--- config.mk ---
export PLATFORM = sky130hd
export DESIGN_NAME = icache_refill_arbiter
export DESIGN_NICKNAME = d
export VERILOG_FILES = /design/src/rtl/icache_refill_arbiter.sv
export SDC_FILE = /design/constraint.sdc
export NUM_CORES = 1
export LEC_CHECK = 0
export BUFFER_PORTS_ARGS = -buffer_cell sky130_fd_sc_hd__buf_2
export CORE_AREA = 2 2 292 294
export DETAILED_ROUTE_END_ITERATION = 16
export DIE_AREA = 0 0 294 296
export PLACE_DENSITY = 0.31
export SLEW_MARGIN = 0
export SYNTH_ARGS = -nofsm -noshare
export SYNTH_HDL_FRONTEND = slang
export SYNTH_SLANG_ARGS = --single-unit
--- constraint.sdc ---
create_clock -name clk -period 3.2 [get_ports clk]
set_input_delay 0.32 -clock clk [delete_from_list [all_inputs] [get_ports clk]]
set_output_delay 0.32 -clock clk [all_outputs]
set_load 0.02 [all_outputs]
--- src/rtl/icache_refill_arbiter.sv ---
// rtl/icache_refill_arbiter.sv - I-cache refill source selector: prefetch buffer hit or own AXI INCR burst
// Streams one word per cycle into the I-cache write port and counts buffer- vs AXI-served misses.
module icache_refill_arbiter #(
  parameter int         LINE_WORDS = 16,
  parameter logic [3:0] AXI_ID     = 4'd1
) (
  input  logic                         clk,
  input  logic                         rst,
  input  logic                         miss_req,
  input  logic [31:0]                  miss_addr,
  input  logic [31:0]                  pf_addr,
  input  logic [LINE_WORDS-1:0][31:0]  pf_data,
  input  logic                         pf_ready,
  input  logic                         pf_busy,
  output logic                         refill_valid,
  output logic [3:0]                   refill_idx,
  output logic [31:0]                  refill_data,
  output logic                         refill_last,
  output logic                         refill_done,
  output logic [15:0]                  hit_cnt,
  output logic [15:0]                  miss_cnt,
  output logic [3:0]                   arid,
  output logic [31:0]                  araddr,
  output logic [7:0]                   arlen,
  output logic [2:0]                   arsize,
  output logic [1:0]                   arburst,
  output logic                         arvalid,
  input  logic                         arready,
  input  logic [3:0]                   rid,
  input  logic [31:0]                  rdata,
  input  logic [1:0]                   rresp,
  input  logic                         rlast,
  input  logic                         rvalid,
  output logic                         rready
);

  localparam logic [2:0] S_IDLE    = 3'd0;
  localparam logic [2:0] S_WAIT_PF = 3'd1;
  localparam logic [2:0] S_BUF     = 3'd2;
  localparam logic [2:0] S_AR      = 3'd3;
  localparam logic [2:0] S_R       = 3'd4;
  localparam logic [2:0] S_DONE    = 3'd5;

  localparam logic [3:0] LAST_IDX = 4'(LINE_WORDS - 1);

  logic [2:0]  state_q, state_d;
  logic [31:0] la_q, la_d;
  logic [3:0]  cnt_q, cnt_d;
  logic [15:0] hit_cnt_q, hit_cnt_d;
  logic [15:0] miss_cnt_q, miss_cnt_d;
  logic [31:0] miss_la;
  logic        pf_match;

  // The interconnect routes by id and errors are not reported upstream.
  logic unused_inputs;
  assign unused_inputs = ^{rid, rresp, miss_addr[5:0]};

  assign miss_la  = {miss_addr[31:6], 6'b0};
  assign pf_match = (pf_addr == miss_la);

  always_comb begin
    state_d    = state_q;
    la_d       = la_q;
    cnt_d      = cnt_q;
    hit_cnt_d  = hit_cnt_q;
    miss_cnt_d = miss_cnt_q;
    case (state_q)
      S_IDLE: begin
        if (miss_req) begin
          la_d  = miss_la;
          cnt_d = '0;
          if (pf_ready && pf_match) begin
            state_d   = S_BUF;
            hit_cnt_d = hit_cnt_q + 16'd1;
          end else if (pf_busy && pf_match) begin
            state_d = S_WAIT_PF;
          end else begin
            state_d    = S_AR;
            miss_cnt_d = miss_cnt_q + 16'd1;
          end
        end
      end
      S_WAIT_PF: begin
        if (pf_ready) begin
          state_d   = S_BUF;
          hit_cnt_d = hit_cnt_q + 16'd1;
        end else if (!pf_busy) begin
          state_d    = S_AR;
          miss_cnt_d = miss_cnt_q + 16'd1;
        end
      end
      S_BUF: begin
        cnt_d = cnt_q + 4'd1;
        if (cnt_q == LAST_IDX) state_d = S_DONE;
      end
      S_AR: begin
        if (arready) state_d = S_R;
      end
      S_R: begin
        // rlast ends the line even if the beat count disagrees.
        if (rvalid) begin
          cnt_d = cnt_q + 4'd1;
          if (rlast) state_d = S_DONE;
        end
      end
      S_DONE:  state_d = S_IDLE;
      default: state_d = S_IDLE;
    endcase
  end

  always_ff @(posedge clk) begin
    if (rst) begin
      state_q    <= S_IDLE;
      la_q       <= '0;
      cnt_q      <= '0;
      hit_cnt_q  <= '0;
      miss_cnt_q <= '0;
    end else begin
      state_q    <= state_d;
      la_q       <= la_d;
      cnt_q      <= cnt_d;
      hit_cnt_q  <= hit_cnt_d;
      miss_cnt_q <= miss_cnt_d;
    end
  end

  assign hit_cnt  = hit_cnt_q;
  assign miss_cnt = miss_cnt_q;

  always_comb begin
    refill_valid = 1'b0;
    refill_idx   = '0;
    refill_data  = '0;
    refill_last  = 1'b0;
    refill_done  = 1'b0;
    arid         = '0;
    araddr       = '0;
    arlen        = '0;
    arsize       = '0;
    arburst      = '0;
    arvalid      = 1'b0;
    rready       = 1'b0;
    case (state_q)
      S_BUF: begin
        refill_valid = 1'b1;
        refill_idx   = cnt_q;
        refill_data  = pf_data[cnt_q];
        refill_last  = (cnt_q == LAST_IDX);
      end
      S_AR: begin
        arvalid = 1'b1;
        araddr  = la_q;
        arid    = AXI_ID;
        arlen   = 8'(LINE_WORDS - 1);
        arsize  = 3'd2;
        arburst = 2'b01;
      end
      S_R: begin
        rready = 1'b1;
        if (rvalid) begin
          refill_valid = 1'b1;
          refill_idx   = cnt_q;
          refill_data  = rdata;
          refill_last  = rlast;
        end
      end
      S_DONE:  refill_done = 1'b1;
      default: ;
    endcase
  end

endmodule
Yosys cells after proc, flatten, opt, wreduce, memory -nomap -nowiden
Cells that the tools add are included.

Add/sub/neg operators: 3. Order comparisons: 1. Equality and inequality tests: 19. Mux-type cells: 41. Reduce and logical (&&, ||, !) cells: 10.

Operators by type and width (number): 32-bit binary-select mux with 4-bit select (1); 16-bit 2-to-1 mux (8); 32-bit 2-to-1 mux (3); 16-bit case mux with 2 select lines (2); 32-bit case mux with 2 select lines (1); 16-bit by 1-bit adder with 16-bit output (second input constant) (2); 32-bit equality test (1); 2-bit inequality test (second input constant) (11); 3-bit 2-to-1 mux (7); 4-bit 2-to-1 mux (4); 3-bit case mux with 5 select lines (1); 4-bit case mux with 3 select lines (1); 6-bit AND reduction (2); 4-bit case mux with 2 select lines (1); 1-bit 2-to-1 mux (7); 3-bit by 2-bit equality test with 1-bit output (second input constant) (2); 3-bit equality test (second input constant) (2); 2-bit 2-to-1 mux (3); 4-bit by 5-bit less-than comparator with 1-bit output (second input constant) (1); 4-bit by 1-bit adder with 4-bit output (second input constant) (1); 4-bit equality test (second input constant) (1); 1-bit case mux with 2 select lines (2); 4-bit AND reduction (1); 3-bit by 1-bit equality test with 1-bit output (second input constant) (1); other kinds (7) (8).

Flip-flop bits (word level): 65. Input bits: 622. Output and inout bits: 122. Logic and storage cells: 79.

Depth between registers and ports, before layout
Gate-level depths: netlist (run 1).

Word-level depth: 6. Mapped depth: 9. Gate-level depth less buffers: 7.

Worst setup path before layout (run 1)
No wires, ideal clock.

Kind: register to output. Start: reg cnt_q[0]. End: out refill_data[11]. Data arrival time: 2362 ps. Required time: 2880 ps. Slack: 518 ps. Cell stages (with the launch flop): 7. Buffers on the path: 3. Cells stage by stage: dfxtp_1 > clkbuf_1 > clkbuf_1 > buf_2 > mux4_2 > mux4_2 > a22o_1.

Cells in the longest elaborated chain, start to end: 3.

Ends and longest elaborated chain: start, declared (line 48) `logic [3:0] cnt_q, cnt_d;`; start signal, assigned (line 121) `cnt_q <= cnt_d;`; 32-bit binary-select mux with 4-bit select (line 147) `refill_data = pf_data[cnt_q];`; 32-bit 2-to-1 mux (implied by the code) (line 147); 32-bit case mux with 2 select lines (line 143) `case (state_q)`; end, declared (line 17) `output logic [31:0] refill_data,`.

No other way between the ends. The select of a mux whose other input is x is not followed.

Final worst setup path (run 1)
Start: reg cnt_q[0]. End: out refill_data[7].

The elaborated chain is that of the path after synthesis.

==> flow_summary.toml, run 1 <==
[run_status]
outcome = "finished, final reports clean"

[floorplanning]
die_h_microns = 296
dieArea_sq_mm = 0.0870
die-width_microns = 294
ioPinCount = 744
initial_utilization_pct = 9.08
rows = 107
core_region_area_sq_mm = 0.0842

[setup_path]
critPathArrivalTime_ns = 2.84
crit_path_max_incr_delay_ns = 0.60
cp_max_fo = 27
path_cells = "buf_16, buf_4, mux4_2, mux4_2, a22o_1, buf_2"
r2r_start = "state_q[1]$_SDFFE_PP0P_"
cpLargestDelayFamily = "multiplexers"
crit_start = "cnt_q[0]$_SDFFE_PP0P_"
cp.required_ns = 2.88
crit_buf_inv = 3
crit_path_top_delay_cell = "mux4_2"
startpoint_type = "flip-flop"
end_kind = "primary output"
path_common_cell = "mux4_2"
crit_type = "reg -> out"

[global_routing]
grt_pass1_wl_microns = 84200
grt_pass1_vias = 9779
grt-ovfl-total = 0
grt_max_degree = 49
grt_antenna_before_repair = 60
grtUsageTotal_pct = 14.3

[placed_design]
gp_congestion = 0.924
post_dp_cell_area_sq_mm = 0.0126
port_buffers = 715
hpwl_microns = 58400
post-place-ws_ns = 0.279

[clock_network]
clockBufferDepth = 2
cts_max_level = 3
clkLatencyLatePin_ns = 0.35
clkTransAtPathRegs_ns = 0.06
cts.root.buffer_cell = "clkbuf_16"
cts_tree = "yes"
ctsHoldBuffers = 0
numCtsBuffers = 9
cts.sinks = 65

[logic_synthesis]
synth_area_per_cell_sq_um = 11.0
synth-xor-area-share_pct = 4.01
ys_ff_latch = 65
synth-async-reset-ratio_pct = 0
synth_warnings = 0
synthSimpleGateAreaFrac_pct = 14.2
synth_fa_ha_area_share_pct = 0.491
synth_top_family_by_area = "multiplexers"
synth_ff_type = "dfxtp_1"
synth_area_sq_mm = 0.00765
synth-edff-count = 0
synthCells = 697
synth_seq_area_share_pct = 17.0
yosysUniqueCellTypes = 42
synthMuxAreaShare_pct = 47.8
synth-compound-area-share_pct = 10.1

[drt]
vias_per_cell = 3.85
wire_per_inst_microns = 26.0
first_iter_violations = 435
drt_pre_antenna_iters = 4
drc = 0
wl_microns = 65000
ant_nets = 0
vias = 9617

[finish]
fin_nets = 2017
finalInstanceArea_sq_mm = 0.0130
layout_common_cells = "715 x buf_2, 160 x mux4_2, 65 x nand2_1"
final_common_cell = "buf_2"
final_layout_size_suffix_gt1_share_pct = 68.2
area_delta_synth_final_pct = 70.4

[sta]
finClkSkew_ns = 0.00941
setup_ws_ns = 0.0420
post-route-period-util_pct = 98.7
hold_ws_ns = 0.227
drv_slew = 0
max_freq_mhz = 317
min_period_ns = 3.16
rsz0062_at_grt = "yes"
final-hold-violation-count = 0
setup_viol = 0
worstMarginPinSlew_ns = 0.969
slew_headroom_pct = 35.4

[power_and_ir_drop]
max-vdd-ir-drop_v = 0.000298
p_leak_nw = 5.60
powerDensity_mw_per_mm2 = 488
power.total_mw = 6.36

[worst_hold_path]
min_path_type = "in -> reg"
hp-start = "miss_addr[6]"

[flow_run]
drv_cap = 0
## cell usage after synthesis, drive strengths merged, types with 2 or more instances
cell,number,share of area (%)
mux4,160,47
dfxtp,65,17
nand2,65,3.2
a21oi,52,3.4
clkbuf,50,2.5
buf,45,3.5
and3,34,2.8
a22o,32,3.7
xnor2,28,3.2
nor2,25,1.2
nand3,18,1.2
o21ai,16,1.0
or3,14,1.1
nand4,12,0.98
inv,8,0.39
and2,7,0.57
o31ai,7,0.69
or4,7,0.69
xor2,7,0.80
nor2b,6,0.49
a2111oi,5,0.57
nand2b,5,0.41
nor3,4,0.26
ha,3,0.49
mux2,3,0.44
nor4,3,0.44
and4,2,0.23
mux2i,2,0.26
nor4b,2,0.39
## layout make-up
cell class	count	area (sq um)
fillers	9636	71200
flip-flops and latches	65	1310
clock buffers	12	258
diodes	8	20.0
clock inverters	4	26.3
well taps	1090	1360
repair buffers	764	4090
inverters	8	30.0
multi-input cells	544	5930
## report_power, final
part	switching, mW	total (mW)	leakage [nW]	internal, mW
Combinational	2.17	4.32	4.93	2.14
Clock	0.410	0.981	0.138	0.571
Sequential	0.146	1.06	0.531	0.915
## registers in the layout, indices dropped and copies added (netlist names)
register  count
state_q       3
hit_cnt      16
miss_cnt     16
la_q         26
cnt_q         4
## logic make-up after synthesis
group,count (synthesis)
adder cells (fa/ha/maj),3
AO/OA/AOI/OAI,119
flip-flops,65
other,1
buffers and inverters,103
XOR/XNOR,35
multiplexers,165
AND/OR/NAND/NOR,206
## final timing paths
path / endpoint / slack, ns / depth (start not counted)
max: refill_data[7] / 0.04 / 6
min: la_q[6]$_SDFFE_PP0P_ / 0.23 / 3
max reg2reg: miss_cnt[12]$_SDFFE_PP0P_ / 0.85 / 6
min reg2reg: la_q[17]$_SDFFE_PP0P_ / 0.45 / 2
## routing by layer
layer / part of all wire [%] / GRT usage (%)
met5: 0.28 / 0
met4: 1.7 / 2.31
met2: 52 / 26.4
met3: 7.4 / 4.30
met1: 39 / 16.4
## through the flow
| stage | TNS, ns | utilization (%) | cells |
|---|---|---|---|
| floorplan | 0 | - | 712 |
| detailed placement | 0 | 15.0 | 2459 |
| global placement | 0 | 15.0 | 2459 |
| global route | -0.0851 | 15.5 | 2490 |
| CTS | 0 | 15.4 | 2480 |
| finish | 0 | 15.5 | 2495 |
## worst reg2reg max path: stages, from the launching register on
cell	delay, ns
dfxtp_1	0.42
nor2_1	0.20
nor4b_2	0.33
nor2_1	0.28
a21o_1	0.38
or4_1	0.52
a21oi_1	0.15
## what timing repair did
action,in CTS,in global routing
gates resized for setup,0,2
pin swaps,0,0
buffers inserted,5,6
cloned,0,1
setup endpoints to repair,20,7
No activity file was read; power rests on OpenSTA's default activity.
==> run 2, diff against run 1 <==
--- a/config.mk
+++ b/config.mk
@@ -5,7 +5,7 @@
 export SDC_FILE = /design/constraint.sdc
 export NUM_CORES = 1
 export LEC_CHECK = 0
-export BUFFER_PORTS_ARGS = -buffer_cell sky130_fd_sc_hd__buf_2
+export BUFFER_PORTS_ARGS = -buffer_cell sky130_fd_sc_hd__clkbuf_2
 export CORE_AREA = 2 2 292 294
 export DETAILED_ROUTE_END_ITERATION = 16
 export DIE_AREA = 0 0 294 296
==> run 2 against run 1 <==
  * Clock power is 14% higher
  * Worst setup slack better by 0.071 ns
  * Clock skew is 0.0018 ns higher
  * Cell count is 0.12% higher
  * Maximum frequency is 2.3% higher
  * Critical endpoint is now refill_data[29]
==> flow_summary.toml, run 2 (synthesis results as in run 1) <==
[run_status]
outcome = "finished, final reports clean"

[clock_network]
cts.root.buffer_cell = "clkbuf_16"
numCtsBuffers = 9
clkTransAtPathRegs_ns = 0.06
ctsHoldBuffers = 0
cts_max_level = 3
cts_tree = "yes"
clkLatencyLatePin_ns = 0.35
clockBufferDepth = 2
cts.sinks = 65

[sta]
setup_viol = 0
max_freq_mhz = 324
finClkSkew_ns = 0.0113
worstMarginPinSlew_ns = 0.952
post-route-period-util_pct = 96.5
slew_headroom_pct = 36.5
min_period_ns = 3.09
drv_slew = 0
rsz0062_at_grt = "yes"
final-hold-violation-count = 0

[setup_path]
cp.required_ns = 2.88
cp_max_fo = 20
end_kind = "primary output"
crit_type = "reg -> out"
startpoint_type = "flip-flop"
cpLargestDelayFamily = "multiplexers"
critPathArrivalTime_ns = 2.77
crit_path_top_delay_cell = "mux4_2"
crit_start = "cnt_q[0]$_SDFFE_PP0P_"
rr_endpoint = "miss_cnt[7]$_SDFFE_PP0P_"
r2r_start = "state_q[1]$_SDFFE_PP0P_"
r2r_setup_slack_ns = 0.92
critPathCapture = "refill_data[29]"
cp.depth = 6
r2r_cells = 6
path_common_cell = "mux4_2"
path_cells = "buf_12, buf_4, mux4_2, mux4_2, a22o_1, clkbuf_2"
crit_buf_inv = 3
crit_path_max_incr_delay_ns = 0.60

[finish]
stdcell_count = 2498
ff_latch_area_sq_mm = 0.00131
layout_common_cells = "715 x clkbuf_2, 160 x mux4_2, 65 x nand2_1"
largest_reg_flops = 26
regMostFlops = "la_q"
final_common_cell = "clkbuf_2"
multi_input_area_sq_mm = 0.00593
fillers = 9566
final_layout_size_suffix_gt1_share_pct = 68.4
area_delta_synth_final_pct = 71.3
fin_nets = 2018

[global_routing]
grt_use_met3_pct = 4.05
grt_pass1_vias = 9997
met2_usage_pct = 26.2
grtUsageMet1_pct = 16.8
grtUsageTotal_pct = 14.4
grt_max_degree = 42
grt_pass1_wl_microns = 85100
grt_busiest_layer = "met2"
grt_antenna_before_repair = 43
grt-ovfl-total = 0

[placed_design]
hpwl_microns = 58800
gp_congestion = 0.935
port_buffers = 715
place_inst = 2467

[floorplanning]
die-width_microns = 294
core_region_area_sq_mm = 0.0842
die_h_microns = 296
dieArea_sq_mm = 0.0870
rows = 107
ioPinCount = 744
initial_utilization_pct = 9.08

[drt]
drt_pre_antenna_iters = 4
wl_microns = 65700
vias = 9609
vias_per_cell = 3.85
wire_per_inst_microns = 26.3
first_iter_violations = 469
drc = 0
ant_nets = 0

[flow_run]
drv_cap = 0

[power_and_ir_drop]
p_leak_nw = 5.67
power.total_mw = 6.47
powerDensity_mw_per_mm2 = 494
max-vdd-ir-drop_v = 0.000248

[worst_hold_path]
min_path_type = "in -> reg"
hold_path_depth = 3
-- run 2: cell types whose count changed in the layout (fill, tap and decap cells not counted) --
cell	delta
buf_2	-715
clkbuf_2	+715
clkbuf_1	-2
diode_2	+2
buf_12	-1
buf_16	+1
buf_6	+1
bufinv_16	+1
clkbuf_8	+1
clkinv_2	-1
inv_6	+1
-- run 2: how the worst min path moves through the flow --
stage | from | endpoint | slack, ns
finish | miss_addr[28] | la_q[28]$_SDFFE_PP0P_ | 0.22
global route | miss_addr[16] | la_q[16]$_SDFFE_PP0P_ | 0.22
CTS | miss_addr[6] | la_q[6]$_SDFFE_PP0P_ | 0.19
detailed placement | la_q[30]$_SDFFE_PP0P_ | la_q[30]$_SDFFE_PP0P_ | 0.44
global placement | la_q[30]$_SDFFE_PP0P_ | la_q[30]$_SDFFE_PP0P_ | 0.44
floorplan | la_q[10]$_SDFFE_PP0P_ | la_q[10]$_SDFFE_PP0P_ | 0.43
-- run 2: routing by layer --
layer,wire [microns],part of all wire [%]
met4,1320,2.0
met2,33300,51
met3,5010,7.6
met5,81,0.12
met1,26000,40
-- run 2: power by group --
group          internal, mW  switching (mW)
clock                 0.676           0.440
combinational          2.11            2.22
sequential            0.915           0.110
-- run 2: repair_timing --
| item | CTS | global route |
|---|---|---|
| buffers inserted | 3 | 1 |
| gates cloned | 0 | 1 |
| resized for setup | 1 | 2 |
| endpoints found under the hold margin | 0 | 0 |
| endpoints found under the setup margin | 17 | 10 |
-- run 2: worst min-delay path: cells and delay by family --
family          cells  cell delay, ns
compound gates      1            0.05
buf+inv             1            0.10
simple gates        1            0.06
-- run 2: final cells by class --
class / count / area share (%)
antenna: 10 / 0.191
clock buffer: 11 / 2.02
clock inverter: 5 / 0.458
inverter: 8 / 0.229
multi-input combinational: 544 / 45.3
sequential: 65 / 10.0
tap: 1090 / 10.4
timing repair buffer: 765 / 31.4
-- run 2: metrics by stage --
step / util (%) / setup TNS (ns) / hold WS, ns / instance area [sq um] / worst slack [ns]
after floorplan: - / 0 / 0.432 / 7710 / 0.518
after global placement: 15.0 / 0 / 0.440 / 12700 / 0.343
after detailed placement: 15.0 / 0 / 0.445 / 12700 / 0.316
after CTS: 15.5 / -0.00380 / 0.194 / 13000 / -0.00380
after global routing: 15.5 / -0.0646 / 0.216 / 13100 / -0.0385
final: 15.6 / 0 / 0.218 / 13100 / 0.113
